[src/rtl/uart_rx_ovs.sv]
`timescale 1ns/1ps
// uart_rx_ovs
// Oversampling UART receiver that runs entirely on the system clock. A
// fractional-free tick generator produces OVERSAMPLE ticks per bit. Each bit
// is resolved by a 2-of-3 majority vote taken around the bit centre, and
// false starts are rejected. Completed words are offered on a valid/ready
// handshake with parity, framing and overrun reporting.
//
// Ports
//   clk          system clock, all logic on the rising edge
//   rst          asynchronous active-high reset
//   rx_i         asynchronous serial line, idle high
//   data_o       received word, LSB first on the line
//   data_vld_o   data_o and the error flags are valid, held until accepted
//   data_rdy_i   consumer accepts the word when data_vld_o && data_rdy_i
//   parity_err_o parity mismatch for the held word (0 when PARITY="NONE")
//   frame_err_o  a stop bit of the held word was sampled low
//   overrun_o    one-clk pulse when a completed frame had to be dropped
//   busy_o       frame reception in progress
module uart_rx_ovs #(
    parameter int    CLK_FREQ_Hz = 27000000,
    parameter int    BAUD_RATE   = 9600,
    parameter int    OVERSAMPLE  = 16,
    parameter int    DATA_WIDTH  = 8,
    parameter string PARITY      = "NONE",
    parameter int    STOP_BITS   = 1
) (
    input  logic                  clk,
    input  logic                  rst,
    input  logic                  rx_i,
    output logic [DATA_WIDTH-1:0] data_o,
    output logic                  data_vld_o,
    input  logic                  data_rdy_i,
    output logic                  parity_err_o,
    output logic                  frame_err_o,
    output logic                  overrun_o,
    output logic                  busy_o
);

    localparam int DIV     = CLK_FREQ_Hz / (BAUD_RATE * OVERSAMPLE);
    localparam int TW      = (DIV > 1) ? $clog2(DIV) : 1;
    localparam int SW      = $clog2(OVERSAMPLE);
    localparam int BW      = $clog2(DATA_WIDTH + 1);
    localparam bit PAR_EN  = (PARITY != "NONE");
    localparam bit PAR_ODD = (PARITY == "ODD");

    localparam logic [TW-1:0] TICK_LAST = TW'(DIV - 1);
    localparam logic [SW-1:0] S_LO      = SW'(OVERSAMPLE / 2 - 1);
    localparam logic [SW-1:0] S_MID     = SW'(OVERSAMPLE / 2);
    localparam logic [SW-1:0] S_HI      = SW'(OVERSAMPLE / 2 + 1);
    localparam logic [SW-1:0] S_LAST    = SW'(OVERSAMPLE - 1);

    localparam logic [2:0] ST_IDLE   = 3'd0;
    localparam logic [2:0] ST_START  = 3'd1;
    localparam logic [2:0] ST_DATA   = 3'd2;
    localparam logic [2:0] ST_PARITY = 3'd3;
    localparam logic [2:0] ST_STOP   = 3'd4;
    localparam logic [2:0] ST_BREAK  = 3'd5;

    // Refuse to elaborate with a configuration the receiver cannot honour.
    generate
        if (DIV < 1) begin : g_div_check
            $error("uart_rx_ovs: CLK_FREQ_Hz/(BAUD_RATE*OVERSAMPLE) must be at least 1");
        end
        if ((OVERSAMPLE < 8) || ((OVERSAMPLE % 2) != 0)) begin : g_ovs_check
            $error("uart_rx_ovs: OVERSAMPLE must be even and at least 8");
        end
        if ((DATA_WIDTH < 5) || (DATA_WIDTH > 9)) begin : g_dw_check
            $error("uart_rx_ovs: DATA_WIDTH must be 5..9");
        end
        if ((STOP_BITS != 1) && (STOP_BITS != 2)) begin : g_stop_check
            $error("uart_rx_ovs: STOP_BITS must be 1 or 2");
        end
        if ((PARITY != "NONE") && (PARITY != "ODD") && (PARITY != "EVEN")) begin : g_par_check
            $error("uart_rx_ovs: PARITY must be NONE, ODD or EVEN");
        end
    endgenerate

    logic [2:0]            state;
    logic                  sync1, sync2, hist;
    logic                  fall_edge;
    logic [TW-1:0]         tick_cnt;
    logic                  tick;
    logic [SW-1:0]         samp_cnt;
    logic                  s0, s1;
    logic                  decide, wrap, maj;
    logic [BW-1:0]         bit_idx;
    logic [DATA_WIDTH-1:0] shreg;
    logic                  par_bit;
    logic                  stop_idx;
    logic                  ferr_acc;
    logic                  last_stop;
    logic                  complete;
    logic                  frame_err_new;
    logic                  parity_err_new;
    logic                  slot;

    // Two-flop synchroniser plus one history flop. Everything resets to the
    // idle level so a reset never manufactures a start edge.
    always_ff @(posedge clk or posedge rst) begin
        if (rst) begin
            sync1 <= 1'b1;
            sync2 <= 1'b1;
            hist  <= 1'b1;
        end else begin
            sync1 <= rx_i;
            sync2 <= sync1;
            hist  <= sync2;
        end
    end

    assign fall_edge = hist & ~sync2;

    // Tick generator. Parked at zero while idle so the first tick of a frame
    // lands a fixed distance from start detection.
    always_ff @(posedge clk or posedge rst) begin
        if (rst) begin
            tick_cnt <= '0;
        end else if ((state == ST_IDLE) || (tick_cnt == TICK_LAST)) begin
            tick_cnt <= '0;
        end else begin
            tick_cnt <= tick_cnt + TW'(1);
        end
    end

    assign tick = (state != ST_IDLE) && (tick_cnt == TICK_LAST);

    // Position within the current bit, plus the first two of the three
    // centre samples. The third sample is the live synchroniser output at
    // the decision tick.
    always_ff @(posedge clk or posedge rst) begin
        if (rst) begin
            samp_cnt <= '0;
            s0       <= 1'b1;
            s1       <= 1'b1;
        end else if (state == ST_IDLE) begin
            samp_cnt <= '0;
        end else if (tick) begin
            samp_cnt <= (samp_cnt == S_LAST) ? '0 : samp_cnt + SW'(1);
            if (samp_cnt == S_LO) begin
                s0 <= sync2;
            end
            if (samp_cnt == S_MID) begin
                s1 <= sync2;
            end
        end
    end

    assign decide = tick && (samp_cnt == S_HI);
    assign wrap   = tick && (samp_cnt == S_LAST);
    assign maj    = (s0 & s1) | (s0 & sync2) | (s1 & sync2);

    assign last_stop      = (STOP_BITS == 1) || stop_idx;
    assign frame_err_new  = ferr_acc | ~maj;
    assign parity_err_new = PAR_EN && (par_bit != ((^shreg) ^ PAR_ODD));
    assign complete       = (state == ST_STOP) && decide && last_stop;

    // Frame sequencer. The frame ends at the majority decision of the last
    // stop bit rather than at the bit boundary, leaving half a bit of slack
    // for the next start edge. An errored frame parks in BREAK until the line
    // goes high so a held-low line produces one word only.
    always_ff @(posedge clk or posedge rst) begin
        if (rst) begin
            state    <= ST_IDLE;
            bit_idx  <= '0;
            shreg    <= '0;
            par_bit  <= 1'b0;
            stop_idx <= 1'b0;
            ferr_acc <= 1'b0;
        end else begin
            case (state)
                ST_IDLE: begin
                    if (fall_edge) begin
                        state    <= ST_START;
                        bit_idx  <= '0;
                        stop_idx <= 1'b0;
                        ferr_acc <= 1'b0;
                    end
                end
                ST_START: begin
                    if (decide && maj) begin
                        state <= ST_IDLE;
                    end else if (wrap) begin
                        state <= ST_DATA;
                    end
                end
                ST_DATA: begin
                    if (decide) begin
                        shreg   <= {maj, shreg[DATA_WIDTH-1:1]};
                        bit_idx <= bit_idx + BW'(1);
                    end else if (wrap && (bit_idx == BW'(DATA_WIDTH))) begin
                        state <= PAR_EN ? ST_PARITY : ST_STOP;
                    end
                end
                ST_PARITY: begin
                    if (decide) begin
                        par_bit <= maj;
                    end else if (wrap) begin
                        state <= ST_STOP;
                    end
                end
                ST_STOP: begin
                    if (decide) begin
                        if (last_stop) begin
                            state <= frame_err_new ? ST_BREAK : ST_IDLE;
                        end else begin
                            stop_idx <= 1'b1;
                            ferr_acc <= frame_err_new;
                        end
                    end
                end
                ST_BREAK: begin
                    if (sync2) begin
                        state <= ST_IDLE;
                    end
                end
                default: state <= ST_IDLE;
            endcase
        end
    end

    assign slot = data_vld_o & ~data_rdy_i;

    // Output holding register. A word still waiting for the consumer wins
    // over a newly completed one; the newcomer is dropped and flagged.
    always_ff @(posedge clk or posedge rst) begin
        if (rst) begin
            data_o       <= '0;
            data_vld_o   <= 1'b0;
            parity_err_o <= 1'b0;
            frame_err_o  <= 1'b0;
            overrun_o    <= 1'b0;
        end else begin
            overrun_o <= 1'b0;
            if (complete) begin
                if (slot) begin
                    overrun_o <= 1'b1;
                end else begin
                    data_o       <= shreg;
                    parity_err_o <= parity_err_new;
                    frame_err_o  <= frame_err_new;
                    data_vld_o   <= 1'b1;
                end
            end else if (data_vld_o && data_rdy_i) begin
                data_vld_o <= 1'b0;
            end
        end
    end

    assign busy_o = (state != ST_IDLE);

endmodule

[config.mk]
export PLATFORM = sky130hd
export DESIGN_NAME = uart_rx_ovs
export DESIGN_NICKNAME = d
export VERILOG_FILES = /design/src/rtl/uart_rx_ovs.sv
export SDC_FILE = /design/constraint.sdc
export NUM_CORES = 1
export LEC_CHECK = 0
export CAP_MARGIN = 15
export CORE_AREA = 8 8 86 88
export CTS_CLUSTER_SIZE = 28
export DETAILED_ROUTE_END_ITERATION = 7
export DIE_AREA = 0 0 94 96
export PLACE_DENSITY = 0.5
export SLEW_MARGIN = 20
export SYNTH_ARGS = -nofsm -noshare
export SYNTH_HDL_FRONTEND = slang
export SYNTH_SLANG_ARGS = --single-unit
[constraint.sdc]
create_clock -name clk -period 2.9 [get_ports clk]
set_clock_uncertainty 0.05 [all_clocks]
set_input_delay 0.58 -clock clk [delete_from_list [all_inputs] [get_ports clk]]
set_output_delay 0.58 -clock clk [all_outputs]
set_load 0.005 [all_outputs]
-- Word-level counts from Yosys, hierarchy flattened
Index checks and enable logic that the tools add are counted.
- bits of input ports: 4
- bits in registers: 43
- word-level logic and storage cells: 93
- output and inout bits: 13
- reductions and logical operators: 20
- bitwise logic cells: 12
- equality and inequality tests: 21
- add/sub/neg operators: 3
- mux-type cells: 23
- operators with widths (cell ; count):
    2-to-1 mux 3 bit ; 10
    2-to-1 mux 4 bit ; 5
    != test 2 bit, second input constant ; 9
    one-hot mux 3 bit (6 select lines) ; 1
    == test 4 bit, second input constant ; 4
    AND reduction 3 bit ; 3
    adder 4 x 1 -> 4 bit, second input constant ; 2
    adder 8 x 1 -> 8 bit, second input constant ; 1
    == test 8 bit, second input constant ; 1
    2-to-1 mux 8 bit ; 1
    one-hot mux 4 bit (2 select lines) ; 1
    AND reduction 8 bit ; 1
    logical AND 1 bit ; 7
    == test 3 x 2 -> 1 bit, second input constant ; 2
    == test 3 bit, second input constant ; 2
    AND reduction 2 bit ; 3
    nonzero test 2 bit ; 3
    AND 1 bit ; 5
    2-to-1 mux 1 bit ; 5
    NOT 1 bit ; 5
    == test 4 x 3 -> 1 bit, second input constant ; 1
    == test 3 x 1 -> 1 bit, second input constant ; 1
    logical NOT 3 bit ; 1
    != test 3 bit, second input constant ; 1
    other kinds (3) ; 4

-- Depth between registers and ports, before layout
Gate-level depths: netlist of the first run.
- word-level depth: 7
- mapped depth: 8
- depth with buffers taken out: 7

-- Worst setup path after synthesis of the first run
Ideal clock, no wire load.
- path kind: reg2reg
- start point: reg state[1]
- end point: reg bit_idx[3]
- setup slack: 1.131 ns
- clock period less this slack: 1.769 ns
- path buffers: 1
- stages on the path, launching flop included: 7
- arrival time: 1.650 ns
- setup time: 0.069 ns
- required time: 2.781 ns
- cells stage by stage: dfrtp_1 buf_6 nor3_4 inv_2 o31a_1 or4_1 nand3_1
- cells in the longest elaborated chain, start to end: 5
- elaborated cells between the ends (all ways): 10
- classes of those cells: eq/ne: 3; mux: 1; reduce/logical: 6
- ends and longest elaborated chain (element ; RTL line ; text):
    start: declaration ; 79 ; logic [2:0] state;
    start signal: assignment ; 192 ; state <= PAR_EN ? ST_PARITY : ST_STOP;
    start signal: assignment ; 205 ; state <= frame_err_new ? ST_BREAK : ST_IDLE;
    nonzero test 3 bit ; -- ;
    net busy_o ; 37 ; output logic busy_o
    logical AND 1 bit ; 126 ; assign tick = (state != ST_IDLE) && (tick_cnt == TICK_LAST);
    logical AND 1 bit ; 149 ; assign decide = tick && (samp_cnt == S_HI);
    != test 2 bit (no line) ; -- ;
    AND reduction 3 bit (no line) ; -- ;
    end signal: assignment ; 190 ; bit_idx <= bit_idx + BW'(1);
    end: declaration ; 87 ; logic [BW-1:0] bit_idx;
The timed path passes the listed nets, and every way through them passes these cells.
A chain may end at the register's enable or synchronous reset.

-- Worst setup path in the final report of the first run
- start point: reg state[0]
- end point: out busy_o
- cells in the longest elaborated chain, start to end: 1
- ends and longest elaborated chain (element ; RTL line ; text):
    nonzero test 3 bit ; 250 ; assign busy_o = (state != ST_IDLE);
    end: declaration ; 37 ;
No other way between the ends.

==> metrics, run 1 <==
Peak VDD IR=258 uV; hold_buf cts=0; clk slew on worst S/H paths=0.08 ns; finished layout cell area=2370 um2; core area=6100 um2; clock tree buffer depth=2; Post-route DRC=0; main combinational cell family by area after synthesis=simple AND/OR/NAND/NOR gates; WL final=3.67 mm; Synth Area in Compound Gates=8.16%; mapped cell area=2050 um2; CTS Buf Count=5; dpl cell area=2290 um2; pin count of the biggest net entering global routing=44; Iter 0 DRT Violations=48; Worst Setup Path Type=reg2out; Reg-to-Reg Start=tick_cnt[0]$_DFF_PP0_; Clock Latency Late Sink=0.29 ns; fraction of layout cells with a size suffix above 1=18.4%; drt first pass iters=4; Starting Density=33.7%; Least-Margin Pin Slew=0.540 ns; CTS tree=yes; Fillers=602; Synth Area in Adders=4.75%; Slew HR=64.0%; fmax=430 MHz; Post-Place Cells=275; XOR/XNOR Fraction of Synth Area=2.56%; IO Pins=17; Clock Tree Root=clkbuf_8; setup TNS=0 ns; via count=1346; WL/cell=13.0 um; antenna viol nets, final=0; nets@finish=216; cells after synthesis=186; mux contribution to synthesized area=9.87%; Die W=94 um; CP Capture Type=output port; Reg area=1080 um2; postcts setup bufs=0; grt ovf=0; Post-DP HPWL=2.64 mm; power after layout=0.00118 W; vias in the first global route=1343; Hold WC Path Type=reg2reg; std cell rows=29; cell breakdown of the critical path=nor3_4, inv_2, clkdlybuf4s50_1; most common cell after layout, fill and taps aside=dfrtp_1; crit-path leading delay family=buffers and inverters; hold endpoint=sync2$_DFF_PP1_; synth unique cells=45; startpoint types=register; GRT Resource Usage Total=9.26%; fraction of registers with async set/reset=100%; Die H=96 um; PortBufs=15; placer congestion estimate=0.759; Post-Synth Simple-Gate Area=18.4%; ant diodes=0; Die ar.=9020 um2; hold path depth=0; Layout Area Growth over Synthesis=15.5%; reg-to-reg setup timing slack=0.89 ns; Final Hold Viols=0; beginning of the worst hold path=sync1$_DFF_PP1_; DR vias/cell=4.76; sequential share of the synthesized area=52.7%; cells on worst reg2reg path=8; status=complete, no violations; WP data arrival=1.69 ns; Pleak=1.04 nW; Syn. warnings=0; post-cts sizing count=0; Final Setup Violations=0; maxcap violations=0; CTS Sinks=43; Pwr Density=499 nW/um2; CP Buf/Inv Count=2; CTS H-tree lvls=2; Non-Filler Instances=283; commonest register cell after synthesis=dfrtp_1; syn nets=197; unrepaired setup endpoints after global routing=false; post-synthesis area per instance=11.0 um2; Yosys reg bits=43; r2r endpoint=state[0]$_DFFE_PP0P_; Critical-path top delay cell=dfrtp_1; Slew Limit Fails=0; fin crit share=80.1%; fin crit period=2.32 ns; multi-input logic area=902 um2; initial antenna violation count=0; CP required=2.27 ns; slowest stage delay, CP=0.53 ns; CP Max Fanout=13; global-route wire length before repair=6.60 mm; EDFF count, synth=0; most frequent cells in the layout=dfrtp_1 (38), nand2_1 (18), mux2_2 (18)
cell type report:
type | instances | area share, %
flip-flops and latches | 43 | 45.6
multi-input cells | 128 | 38.0
repair buffers | 18 | 7.28
well taps | 77 | 4.06
clock buffers | 6 | 3.06
inverters | 9 | 1.42
clock inverters | 2 | 0.527
report_power, final:
group	total, W	switching, W	internal [W]
Sequential	0.000699	0.0000497	0.000650
Clock	0.000363	0.000195	0.000168
Combinational	0.000122	0.0000636	0.0000585
logic make-up after synthesis:
logic type      Yosys count
compound gates           27
xor+xnor                  6
fa+ha+maj                 8
buf+inv                  15
flops                    43
mux                      18
other cells               1
simple gates             68
layer usage:
layer	vias up	share of wire (%)	GRT usage, %
met5	-	0	0
met4	0	1.6	4.36
met3	5	3.0	2.42
met2	14	45	13.7
met1	635	50	12.3
li1	692	-	-
cells in the mapped netlist (2+ instances only):
cell / n / area (um2)
mux2_2: 18 / 203
nand2_1: 18 / 67.6
o31a_1: 2 / 17.5
nand4_1: 4 / 25.0
dfrtp_1: 38 / 951
inv_1: 8 / 30.0
and2_1: 2 / 12.5
and3_1: 2 / 12.5
o21ai_0: 10 / 50.1
ha_1: 7 / 87.6
dfstp_2: 5 / 131
a31oi_1: 3 / 18.8
nor2_1: 12 / 45.0
clkbuf_1: 2 / 7.51
nor3b_2: 2 / 25.0
nand3b_1: 2 / 15.0
buf_2: 2 / 10.0
nand3_1: 9 / 45.0
nand2b_1: 5 / 31.3
or4_1: 2 / 15.0
a21oi_1: 5 / 25.0
xor2_1: 5 / 43.8
worst max-delay path by stage:
| stage | from | endpoint | slack [ns] | depth (start not counted) |
|---|---|---|---|---|
| final | state[0]$_DFFE_PP0P_ | busy_o | 0.58 | 3 |
| after global routing | state[2]$_DFFE_PP0P_ | busy_o | 0.45 | 3 |
| after CTS | state[0]$_DFFE_PP0P_ | busy_o | 0.53 | 3 |
| after detailed placement | tick_cnt[0]$_DFF_PP0_ | data_o[6]$_DFFE_PP0P_ | 0.86 | 6 |
| after global placement | state[0]$_DFFE_PP0P_ | busy_o | 0.88 | 3 |
| after floorplan | state[1]$_DFFE_PP0P_ | bit_idx[3]$_DFFE_PP0P_ | 1.13 | 6 |
through the flow:
stage	worst slack (ns)	utilization (%)	hold WS [ns]
after floorplan	1.13	-	0.295
after global placement	0.879	37.5	0.296
after detailed placement	0.862	37.5	0.297
after CTS	0.535	38.9	0.311
after global routing	0.454	38.9	0.318
final	0.576	38.9	0.308
worst register-to-register path: cells and delay by family (launching register included):
family / cells / cell delay (ns)
and+or+nand+nor: 3 / 0.74
DFF: 1 / 0.42
AOI/OAI and AO/OA: 2 / 0.29
buffers and inverters: 2 / 0.26
adders and majority gates: 1 / 0.13
registers in the layout, summed over array words and instances (netlist names):
name,flops
sync2,1
data_o,8
state,3
frame_err_o,1
overrun_o,1
s1,1
bit_idx,4
tick_cnt,8
sync1,1
s0,1
data_vld_o,1
samp_cnt,4
shreg,8
hist,1
(Power assumes the default switching activity.)
==> run 2, diff against run 1 <==
clock period = 2.36 ns   (was 2.9 ns; I/O delays follow)
==> run 2 against run 1 <==
Against the previous run: sequential power is 23% higher; global-route usage is 0.57 points higher; via count is 2.5% higher; sequential share of layout area is 0.072 points lower; combinational power is 24% higher; power is 24% higher; highest routed layer unchanged.
==> metrics, run 2 (same netlist as run 1, synthesis figures left out) <==
postcts setup bufs=0 (unchanged); CTS H-tree lvls=2 (unchanged); r2r endpoint=bit_idx[3]$_DFFE_PP0P_ (was state[0]$_DFFE_PP0P_); IO Pins=17 (unchanged); critical path startpoint=state[1]$_DFFE_PP0P_ (was state[0]$_DFFE_PP0P_); vias in the first global route=1340 (was 1343); beginning of the worst hold path=sync1$_DFF_PP1_ (unchanged); ant diodes=0 (unchanged); CP required=1.84 ns (was 2.27 ns); drt first pass iters=4 (unchanged); Starting Density=33.7% (unchanged); Die H=96 um (unchanged); Least-Margin Pin Slew=0.548 ns (was 0.540 ns); final core utilization=39.0% (was 38.9%); Peak VDD IR=287 uV (was 258 uV); CP Max Fanout=10 (was 13); Gate power share=10.3% (about the same); fin crit share=95.3%; Sequential Power Share=58.9% (was 59.0%); post-cts sizing count=0 (unchanged); Die ar.=9020 um2 (unchanged); most common cell after layout, fill and taps aside=dfrtp_1 (unchanged); core area=6100 um2 (unchanged); PortBufs=15 (unchanged); Layout Area Growth over Synthesis=15.7% (was 15.5%); most frequent cells in the layout=dfrtp_1 (38), nand2_1 (18), mux2_2 (18) (unchanged); setup TNS=0 ns (unchanged); clock tree buffer depth=2 (unchanged); cells on worst reg2reg path=5 (was 8); Die W=94 um (unchanged); Post-route DRC=0 (unchanged); Final Setup Violations=0 (unchanged); antenna viol nets, final=0 (unchanged); internal power=0.00108 W (was 0.000876 W); slowest stage delay, CP=0.51 ns (was 0.53 ns); fmax=445 MHz; Pleak=1.05 nW (was 1.04 nW); switching share of power=26.6% (was 26.0%); registers with the most flip-flops=data_o x8, shreg x8, tick_cnt x8 (unchanged); initial antenna violation count=0 (unchanged); Slew HR=63.4% (was 64.0%); status=complete, no violations (unchanged); CP Capture Type=output port (unchanged); power after layout=0.00147 W (was 0.00118 W); maxcap violations=0 (unchanged); WP data arrival=1.73 ns (was 1.69 ns); hold_buf cts=0 (unchanged); Hold WC Path Type=reg2reg (unchanged); Iter 0 DRT Violations=71 (was 48); cell breakdown of the critical path=nor3_4, inv_2, clkdlybuf4s50_1 (unchanged); WL/cell=14.0 um (was 13.0 um); Post-Place Cells=276 (was 275); Clock Tree Root=clkbuf_8 (unchanged); CTS tree=yes (unchanged); startpoint types=register (unchanged); WL final=3.96 mm (was 3.67 mm); Pwr Density=617 nW/um2 (was 499 nW/um2); Worst Setup Path Type=reg2out (unchanged); finished layout cell area=2380 um2 (was 2370 um2); unrepaired setup endpoints after global routing=false (unchanged); Post-DP HPWL=2.78 mm (was 2.64 mm); DR vias/cell=4.86 (was 4.76); placer congestion estimate=0.715 (was 0.759); Slew Limit Fails=0 (unchanged); dpl cell area=2290 um2 (about the same); fraction of layout cells with a size suffix above 1=18.4% (about the same); hold path depth=0 (unchanged); hold endpoint=sync2$_DFF_PP1_ (unchanged); grt ovf=0 (unchanged); Critical-path top delay cell=dfrtp_1 (unchanged); GRT Resource Usage Total=9.83% (was 9.26%); nets@finish=217 (was 216); Psw=0.000389 W (was 0.000308 W); global-route wire length before repair=6.93 mm (was 6.60 mm); Reg-to-Reg Start=state[1]$_DFFE_PP0P_ (was tick_cnt[0]$_DFF_PP0_); CTS Sinks=43 (unchanged); clk slew on worst S/H paths=0.08 ns (about the same); fin crit period=2.25 ns; CTS Buf Count=5 (unchanged); std cell rows=29 (unchanged); via count=1379 (was 1346); Clock Latency Late Sink=0.29 ns (about the same); pin count of the biggest net entering global routing=44 (unchanged); Non-Filler Instances=284 (was 283); reg-to-reg setup timing slack=0.36 ns (was 0.89 ns); Clock Power Share=30.8% (was 30.7%); Final Hold Viols=0 (unchanged)
-- run 2: cell count changes in the layout (fill, tap and decap cells not counted), sizes merged --
cell and change:
clkinvlp -1, buf +1, clkbuf +1
-- run 2: cell type report --
class | count | area [um2]
clock buffer | 7 | 76.3
tap | 77 | 96.3
sequential | 43 | 1080
fill | 618 | 3720
clock inverter | 1 | 5.00
inverter | 9 | 33.8
timing repair buffer | 19 | 180
multi-input combinational | 128 | 902
-- run 2: per-layer routing --
layer	routed length (um)	up-vias	GRT usage, %
met3	100	6	2.18
met2	1730	18	13.4
met4	84	0	4.76
li1	-	687	-
met5	0	-	0
met1	2050	668	14.2
-- run 2: worst max-delay path: cells and delay by family, from the launching register on --
| kind | cells | cell delay, ns |
|---|---|---|
| buf+inv | 2 | 0.57 |
| flops | 1 | 0.51 |
| simple gates | 1 | 0.36 |
-- run 2: how the worst max path moves through the flow --
stage | end | cells past startpoint | slack [ns]
floorplan | bit_idx[3]$_DFFE_PP0P_ | 6 | 0.59
global placement | bit_idx[3]$_DFFE_PP0P_ | 5 | 0.35
detailed placement | bit_idx[3]$_DFFE_PP0P_ | 5 | 0.34
CTS | busy_o | 3 | 0.04
global route | busy_o | 3 | 0.004
finish | busy_o | 3 | 0.11
-- run 2: metrics by stage --
stage	hold slack, ns	setup slack [ns]
finish	0.311	0.111
global route	0.318	0.00412
CTS	0.312	0.0430
detailed placement	0.301	0.339
global placement	0.297	0.348
floorplan	0.295	0.591
-- run 2: power by group through the flow --
stage | logic, W | clock network, W | registers [W]
after floorplan | 0.000125 | 0 | 0.000860
after global routing | 0.000176 | 0.000503 | 0.000874
final | 0.000151 | 0.000452 | 0.000863
after global placement | 0.000153 | 0 | 0.000876
after CTS | 0.000156 | 0.000478 | 0.000862
after detailed placement | 0.000154 | 0 | 0.000876
